## config.mk

```make
export PLATFORM = sky130hd
export DESIGN_NAME = interrupt_ctrl
export DESIGN_NICKNAME = d
export VERILOG_FILES = /design/src/rtl/interrupt_ctrl.sv
export SDC_FILE = /design/constraint.sdc
export NUM_CORES = 1
export LEC_CHECK = 0
export ABC_AREA = 1
export CAP_MARGIN = 20
export CORE_AREA = 2 2 61 63
export DETAILED_ROUTE_END_ITERATION = 10
export DIE_AREA = 0 0 63 65
export PLACE_DENSITY = 0.8
export SYNTH_ARGS = -nofsm -noshare
export SYNTH_HDL_FRONTEND = slang
export SYNTH_SLANG_ARGS = --single-unit
export TNS_END_PERCENT = 10
```

## constraint.sdc

```tcl
create_clock -name clk -period 3.6 [get_ports clk]
set_clock_uncertainty 0.15 [all_clocks]
set_input_delay 0.72 -clock clk [delete_from_list [all_inputs] [get_ports clk]]
set_output_delay 0.72 -clock clk [all_outputs]
set_load 0.01 [all_outputs]
```

## src/rtl/interrupt_ctrl.sv

```systemverilog
// Three-level prioritised interrupt controller.
// Captures rising edges on inter1..inter3, arbitrates the highest eligible
// pending level against the innermost level in service, and presents a single
// request plus handler vector to the core. Nested in-service levels allow a
// higher level to preempt a lower one; ERET retires the innermost level.
module interrupt_ctrl #(
    parameter logic [31:0] VEC_BASE   = 32'h0000_0100,
    parameter logic [31:0] VEC_STRIDE = 32'h0000_0040,
    parameter int          CNT_W      = 8
) (
    input  logic             clk,
    input  logic             clr,
    input  logic             inter1,
    input  logic             inter2,
    input  logic             inter3,
    input  logic             ie,
    input  logic [2:0]       int_mask,
    input  logic             int_ack,
    input  logic             eret,
    output logic             int_req,
    output logic [1:0]       int_level,
    output logic [31:0]      int_vector,
    output logic             inter_running1,
    output logic             inter_running2,
    output logic             inter_running3,
    output logic [CNT_W-1:0] dropped_cnt
);

    // Bit k of each [3:1] vector corresponds to level k.
    logic [3:1] prev;
    logic [3:1] pending;
    logic [3:1] in_service;
    logic [3:1] inter_v;
    logic [3:1] edge_v;
    logic [3:1] eligible;
    logic [3:1] ack_bit;
    logic [3:1] eret_bit;
    logic [3:1] merged;
    logic [1:0] cur_pri;
    logic [1:0] best;
    logic [1:0] drop_inc;
    logic       ack_take;
    logic       level_masked;

    // Index of the highest set bit, 0 when none is set.
    function automatic logic [1:0] highest(input logic [3:1] v);
        if (v[3])      return 2'd3;
        else if (v[2]) return 2'd2;
        else if (v[1]) return 2'd1;
        else           return 2'd0;
    endfunction

    // One-hot bit for a level; level 0 maps to no bit.
    function automatic logic [3:1] level_bit(input logic [1:0] lvl);
        case (lvl)
            2'd1:    return 3'b001;
            2'd2:    return 3'b010;
            2'd3:    return 3'b100;
            default: return 3'b000;
        endcase
    endfunction

    // Handler address for a level, wrapping modulo 2^32.
    function automatic logic [31:0] vec_of(input logic [1:0] lvl);
        logic [31:0] idx;
        idx = {30'd0, lvl} - 32'd1;
        return VEC_BASE + idx * VEC_STRIDE;
    endfunction

    // Counter add that sticks at all-ones instead of wrapping.
    function automatic logic [CNT_W-1:0] sat_add(input logic [CNT_W-1:0] c,
                                                 input logic [1:0]       inc);
        logic [CNT_W:0] s;
        s = {1'b0, c} + {{(CNT_W-1){1'b0}}, inc};
        return s[CNT_W] ? {CNT_W{1'b1}} : s[CNT_W-1:0];
    endfunction

    assign inter_v      = {inter3, inter2, inter1};
    assign edge_v       = inter_v & ~prev;
    assign cur_pri      = highest(in_service);
    assign eligible     = pending & ~int_mask & {3{ie}};
    assign best         = highest(eligible);
    assign ack_take     = int_ack & int_req;
    assign ack_bit      = ack_take ? level_bit(int_level) : 3'b000;
    assign eret_bit     = eret ? level_bit(cur_pri) : 3'b000;
    // An edge on the level being acknowledged re-arms it rather than merging.
    assign merged       = edge_v & pending & ~ack_bit;
    assign drop_inc     = {1'b0, merged[1]} + {1'b0, merged[2]} + {1'b0, merged[3]};
    assign level_masked = |(level_bit(int_level) & int_mask);

    assign inter_running1 = in_service[1];
    assign inter_running2 = in_service[2];
    assign inter_running3 = in_service[3];

    // Input history and pending flags: a fresh edge always wins over an ack clear.
    always_ff @(posedge clk or negedge clr) begin
        if (!clr) begin
            prev    <= 3'b000;
            pending <= 3'b000;
        end else begin
            prev    <= inter_v;
            pending <= edge_v | (pending & ~ack_bit);
        end
    end

    // In-service nesting: ERET retires the innermost level, ack enters the new one.
    always_ff @(posedge clk or negedge clr) begin
        if (!clr) begin
            in_service <= 3'b000;
        end else begin
            in_service <= (in_service & ~eret_bit) | ack_bit;
        end
    end

    // Request handshake: raise on a winning level, freeze while up, drop on ack or withdraw.
    always_ff @(posedge clk or negedge clr) begin
        if (!clr) begin
            int_req    <= 1'b0;
            int_level  <= 2'd0;
            int_vector <= 32'd0;
        end else if (int_req) begin
            if (int_ack || !ie || level_masked) begin
                int_req   <= 1'b0;
                int_level <= 2'd0;
            end
        end else if ((best > cur_pri) && !int_ack && !eret) begin
            int_req    <= 1'b1;
            int_level  <= best;
            int_vector <= vec_of(best);
        end
    end

    // Saturating count of request edges merged into an already-pending level.
    always_ff @(posedge clk or negedge clr) begin
        if (!clr) begin
            dropped_cnt <= '0;
        end else begin
            dropped_cnt <= sat_add(dropped_cnt, drop_inc);
        end
    end

endmodule

```

# Word-level counts from Yosys, hierarchy flattened
# Index checks and enable logic that the tools add are counted.
dict set report word_totals {
  reg_bits 52
  inputBits 11
  out_inout_bits 46
  wordCells 64
}
dict set report classes {
  add_sub_neg 5
  magnitude_cmp 1
  n_eq_ne 7
  n_mux 17
  bitwise 16
  reduce_logical 11
}
# operator count
set ops {}
lappend ops {{bitwise AND 3 bit} 8}
lappend ops {{one-hot mux 3 bit (3 select lines)} 2}
lappend ops {{two-way mux 2 bit} 7}
lappend ops {{inverter 3 bit} 4}
lappend ops {{adder 10 x 9 -> 11 bit (first input constant)} 1}
lappend ops {{adder 8 x 2 -> 9 bit} 1}
lappend ops {{equality test 2 bit (second input constant)} 4}
lappend ops {{two-way mux 8 bit} 1}
lappend ops {{two-way mux 3 bit} 2}
lappend ops {{OR 3 bit} 2}
lappend ops {{two-way mux 1 bit} 5}
lappend ops {{equality test 2 x 1 -> 1 bit (second input constant)} 2}
lappend ops {{AND reduction 2 bit} 2}
lappend ops {{logical NOT 1 bit} 3}
lappend ops {{OR reduction 3 bit} 1}
lappend ops {{subtractor 2 x 1 -> 3 bit (second input constant)} 1}
lappend ops {{adder 1 x 1 -> 2 bit} 1}
lappend ops {{adder 2 x 1 -> 2 bit} 1}
lappend ops {{greater-than comparator 2 bit} 1}
lappend ops {{logical AND 1 bit} 2}
lappend ops {{logical OR 1 bit} 2}
lappend ops {{inequality test 2 x 1 -> 1 bit (second input constant)} 1}
lappend ops {{nonzero test 2 bit} 1}
lappend ops {{bitwise AND 1 bit} 1}
lappend ops {{inverter 1 bit} 1}

# Longest topological paths before layout
dict set report logic_depth {
  word_depth 11
  depth_mapped 14
  depth_no_buf 14
}

# Worst setup path before layout
# No wires, ideal clock.
dict set report synth_path {
  path_type {input port to flip-flop}
  startpoint {input int_ack}
  endpoint {register dropped_cnt[6]}
  setup_ns 0.125
  t_arrival_ns 2.557
  t_required_ns 3.325
  setup_slack_ns 0.768
  path_stages 14
  n_path_buf 0
  path_cell_list {nand2_1 inv_1 nand3_1 nand4_1 fa_1 inv_1 ha_1 fa_1 nand2_1 inv_2 nand2_2 nor2_4 a21oi_1 nor2_1}
}
dict set report synth_between {
  elab_chain_len 8
}
# element line_no
set synth_lines {}
lappend synth_lines {{start: declaration} 18} ;# input logic int_ack,
lappend synth_lines {{bitwise AND 1 bit *} 83} ;# assign ack_take = int_ack & int_req;
lappend synth_lines {{two-way mux 3 bit *} 84} ;# assign ack_bit = ack_take ? level_bit(int_level) : 3'b000;
lappend synth_lines {{inverter 3 bit *} 87} ;# assign merged = edge_v & pending & ~ack_bit;
lappend synth_lines {{bitwise AND 3 bit *} 87}
lappend synth_lines {{adder 1 x 1 -> 2 bit} 88} ;# assign drop_inc = {1'b0, merged[1]} + {1'b0, merged[2]} + {1'b0, merged[3]};
lappend synth_lines {{adder 2 x 1 -> 2 bit *} 88}
lappend synth_lines {{adder 8 x 2 -> 9 bit *} 74} ;# s = {1'b0, c} + {{(CNT_W-1){1'b0}}, inc};
lappend synth_lines {{two-way mux 8 bit *} 75} ;# return s[CNT_W] ? {CNT_W{1'b1}} : s[CNT_W-1:0];
lappend synth_lines {{end signal: assignment} 138} ;# dropped_cnt <= sat_add(dropped_cnt, drop_inc);
lappend synth_lines {{end: declaration} 26} ;# output logic [CNT_W-1:0] dropped_cnt
# Every way passes the cells marked *; elsewhere a longest branch is shown, timed or not.
# A chain may end at the register's enable or synchronous reset.

# Worst setup path after layout
dict set report layout_path {
  startpoint {input int_ack}
  endpoint {register dropped_cnt[2]}
}
# Same word-level chain as after synthesis.

==> parameters.txt <==
Parameter                              Value

Synth
  Count of mapped cells out of synthesis ... 172
  Area share of the largest cell type after synthesis ... 41.1%
  Synth top area cells ... dfrtp_1 (41%), buf_4 (16%), nand2_1 (8.6%), inv_1 (6.2%), nand3_1 (5.0%)
  Cell taking the most area after synthesis ... dfrtp_1
  Netlist area before placement ... 1400 sq um
  Synthesis-stage register bit count ... 23
  Mean instance size in the synthesized netlist ... 8.15 sq um
  Synthesis warning total ... 0
  Number of distinct library cells after synthesis ... 23
  Portion of the post-synthesis area used by sequential elements ... 41.1%

Final layout
  Number of nets at the end of the flow ... 222
  Share of layout cells above drive strength 1 ... 7.88%
  Finished Core Util ... 47.5%
  Final std cells w/o fill ... 251
  Number of antenna cells inserted ... 0
  Post-synthesis to final-layout area growth ... 18.6%

Timing
  Normalized max-slew margin ... 62.5%
  Worst slew pin tran ... 0.561 ns
  Final slew viol count ... 0
  Final critical-path share of the clock period ... 87.3%
  Max Clk Rate ... 318 MHz
  Fin crit period ... 3.14 ns
  Final Hold Fails ... 0
  Count of final setup violators ... 0
  Final-layout worst hold slack ... 0.313 ns
  Final sum of negative setup slack ... 0 ns
  RSZ-0062 raised after global routing ... no

Power and ir drop
  P_leak ... 0.862 nW
  Power consumption ... 0.911 mW
  Seq pwr share ... 43.5%
  Part of the power in combinational logic ... 43.7%
  Worst ir drop on vdd ... 273 uV
  Power density cells ... 549 nW/um^2
  Switching share of power ... 37.5%
  Psw ... 0.342 mW
  Clock network power share ... 12.8%
  Internal power ... 0.569 mW

Worst setup path
  CP Launch Type ... input pin
  Required time reported for the critical path endpoint ... 3.65 ns
  Critical Path End Type ... flop
  Number of cells on the worst reg-to-reg path ... 13
  Critical Setup Path Class ... in2reg
  CP max FO ... 5
  Beginning of the worst register-to-register path ... int_level[1]$_DFFE_PN0P_
  Critical R2R Capture ... dropped_cnt[2]$_DFF_PN0_
  Arr. time, crit path ... 3.19 ns
  Slack of the worst reg-to-reg path ... 0.86 ns

Routing
  1st-pass router iterations ... 4
  Uppermost layer routed ... met4
  Routed wire per std cell ... 9.85 um
  Wire length on met1 ... 1080 um
  Drc violations ... 0
  WL final ... 2470 um
  Post-route ant nets ... 0
  DRT iter0 DRCs ... 70
  DR WL met3 ... 182 um
  Vias ... 1071
  Met2 wire length ... 1160 um
  Number of vias per cell after detailed routing ... 4.27

Clock tree
  CTS Hold Buffers Added ... 0
  Post-cts resize count ... 0
  Cell at the root of the clock tree ... clkbuf_4
  CTS tree ... done
  Clock Path Buffers ... 2
  Worst skew pair latency ... 0.31 ns
  Setup bufs post-CTS ... 0
  Number of sinks on the clock net ... 23
  Clock slew at the register clock pins of the worst setup and hold paths ... 0.12 ns
  # H-tree levels ... 1
  Inserted Clock Buffers ... 3

Global routing
  Number of antenna violations at the first check in global routing ... 0
  Wire length of the first global-routing pass ... 4230 um
  Vias in the first global route ... 1023
  Largest net degree at the start of global routing ... 24
  Total overflow reported by the global router ... 0
  Overall track demand over capacity in global routing ... 13.2%

Worst hold path
  Hold path endpoint ... pending[3]$_DFF_PN0_
  Depth of the worst hold-timing path ... 1
  Worst hold start ... prev[3]$_DFF_PN0_
  Class of the tightest hold or removal check ... reg2reg

Run
  Max-capacitance violation count ... 0

Floorplanning
  Number of rows created at floorplan ... 22
  Overall die area ... 4100 sq um
  Die H ... 65 um
  Core area ... 3500 sq um
  Chip Width ... 63 um
  Starting Density ... 40.1%
  I/O pin cnt ... 57

Placed design
  Number of placed cells counting well taps ... 246
  Final HPWL DP ... 2020 um
  Buffers added on ports ... 27
  Final GP Congestion ... 0.877

Outcome
  Run status ... complete, no violations
## Yosys cell counts
cell	instances
nor2_4	1
a22o_1	1
nand3_1	14
a21oi_1	3
nor4_1	1
buf_4	29
conb_1	1
o21ai_1	7
fa_1	2
dfrtp_1	23
o21ai_0	3
nand2_1	32
nor3_1	1
nand4_1	1
o31ai_1	1
inv_1	23
inv_2	3
or2_0	1
nor2_1	13
nand2_2	5
nor2_2	1
o21bai_2	1
ha_1	5
## sequential cells by signal (all words and copies together), names as in the netlist
register / flops
dropped_cnt: 8
prev: 3
int_vector: 3
pending: 3
in_service: 3
int_req: 1
int_level: 2
## per-layer routing
metal / track usage (%) / up-vias
met2: 20.9 / 41
met5: 0 / -
met3: 3.47 / 6
met4: 6.94 / 0
met1: 16.5 / 488
li1: - / 536
## stage by stage
stage / area [sq um] / setup slack, ns
after CTS: 1650 / 0.441
after detailed placement: 1620 / 0.108
after global placement: 1620 / 0.194
after global routing: 1660 / 0.222
final: 1660 / 0.456
after floorplan: 1510 / 0.768
## worst max path at each step
stage	from	cells past startpoint	slack, ns	end
after floorplan	int_ack	14	0.77	dropped_cnt[6]$_DFF_PN0_
after global placement	int_ack	15	0.19	dropped_cnt[6]$_DFF_PN0_
after detailed placement	int_ack	15	0.11	dropped_cnt[5]$_DFF_PN0_
after CTS	int_ack	15	0.44	dropped_cnt[2]$_DFF_PN0_
after global routing	int_ack	15	0.22	dropped_cnt[2]$_DFF_PN0_
final	int_ack	15	0.46	dropped_cnt[2]$_DFF_PN0_
## cell usage in the layout (no fill, tap or decap), types with 5 or more instances in the layout
cell type / n
conb_1: 29
nor2_1: 13
o21ai_1: 7
nand2_1: 32
nand2_2: 5
nand3_1: 14
dfrtp_1: 23
inv_1: 23
ha_1: 5
clkdlybuf4s50_1: 27
## critical path, cell delays in order
cell and delay [ns]:
clkdlybuf4s50_1 0.44, nand2_1 0.08, inv_1 0.06, nand3_1 0.11
nand4_1 0.14, fa_1 0.54, inv_1 0.04, ha_1 0.21
fa_1 0.39, nand2_1 0.09, inv_2 0.04, nand2_2 0.10
nor2_4 0.05, nand2_2 0.09, o21ai_1 0.08
## power groups by stage
stage / clock [mW] / combinational, mW / sequential (mW)
2_1_floorplan: 0 / 0.203 / 0.423
3_3_place_gp: 0 / 0.387 / 0.403
3_5_place_dp: 0 / 0.400 / 0.401
4_1_cts: 0.123 / 0.403 / 0.398
5_1_grt: 0.135 / 0.448 / 0.412
6_report: 0.117 / 0.398 / 0.396
## layout make-up
cell class | count | area (sq um)
flip-flops and latches | 23 | 576
clock buffers | 3 | 22.5
fillers | 353 | 1830
clock inverters | 1 | 5.00
repair buffers | 28 | 285
multi-input cells | 122 | 616
inverters | 26 | 97.6
well taps | 48 | 60.1
## cells by family after synthesis
family	Yosys count	synth area share, %
compound gates	16	6.61
fa+ha+maj	7	7.32
buf+inv	55	22.5
flops	23	41.1
other cells	1	0.268
simple gates	70	22.2
Power figures use the tool's default switching activity.
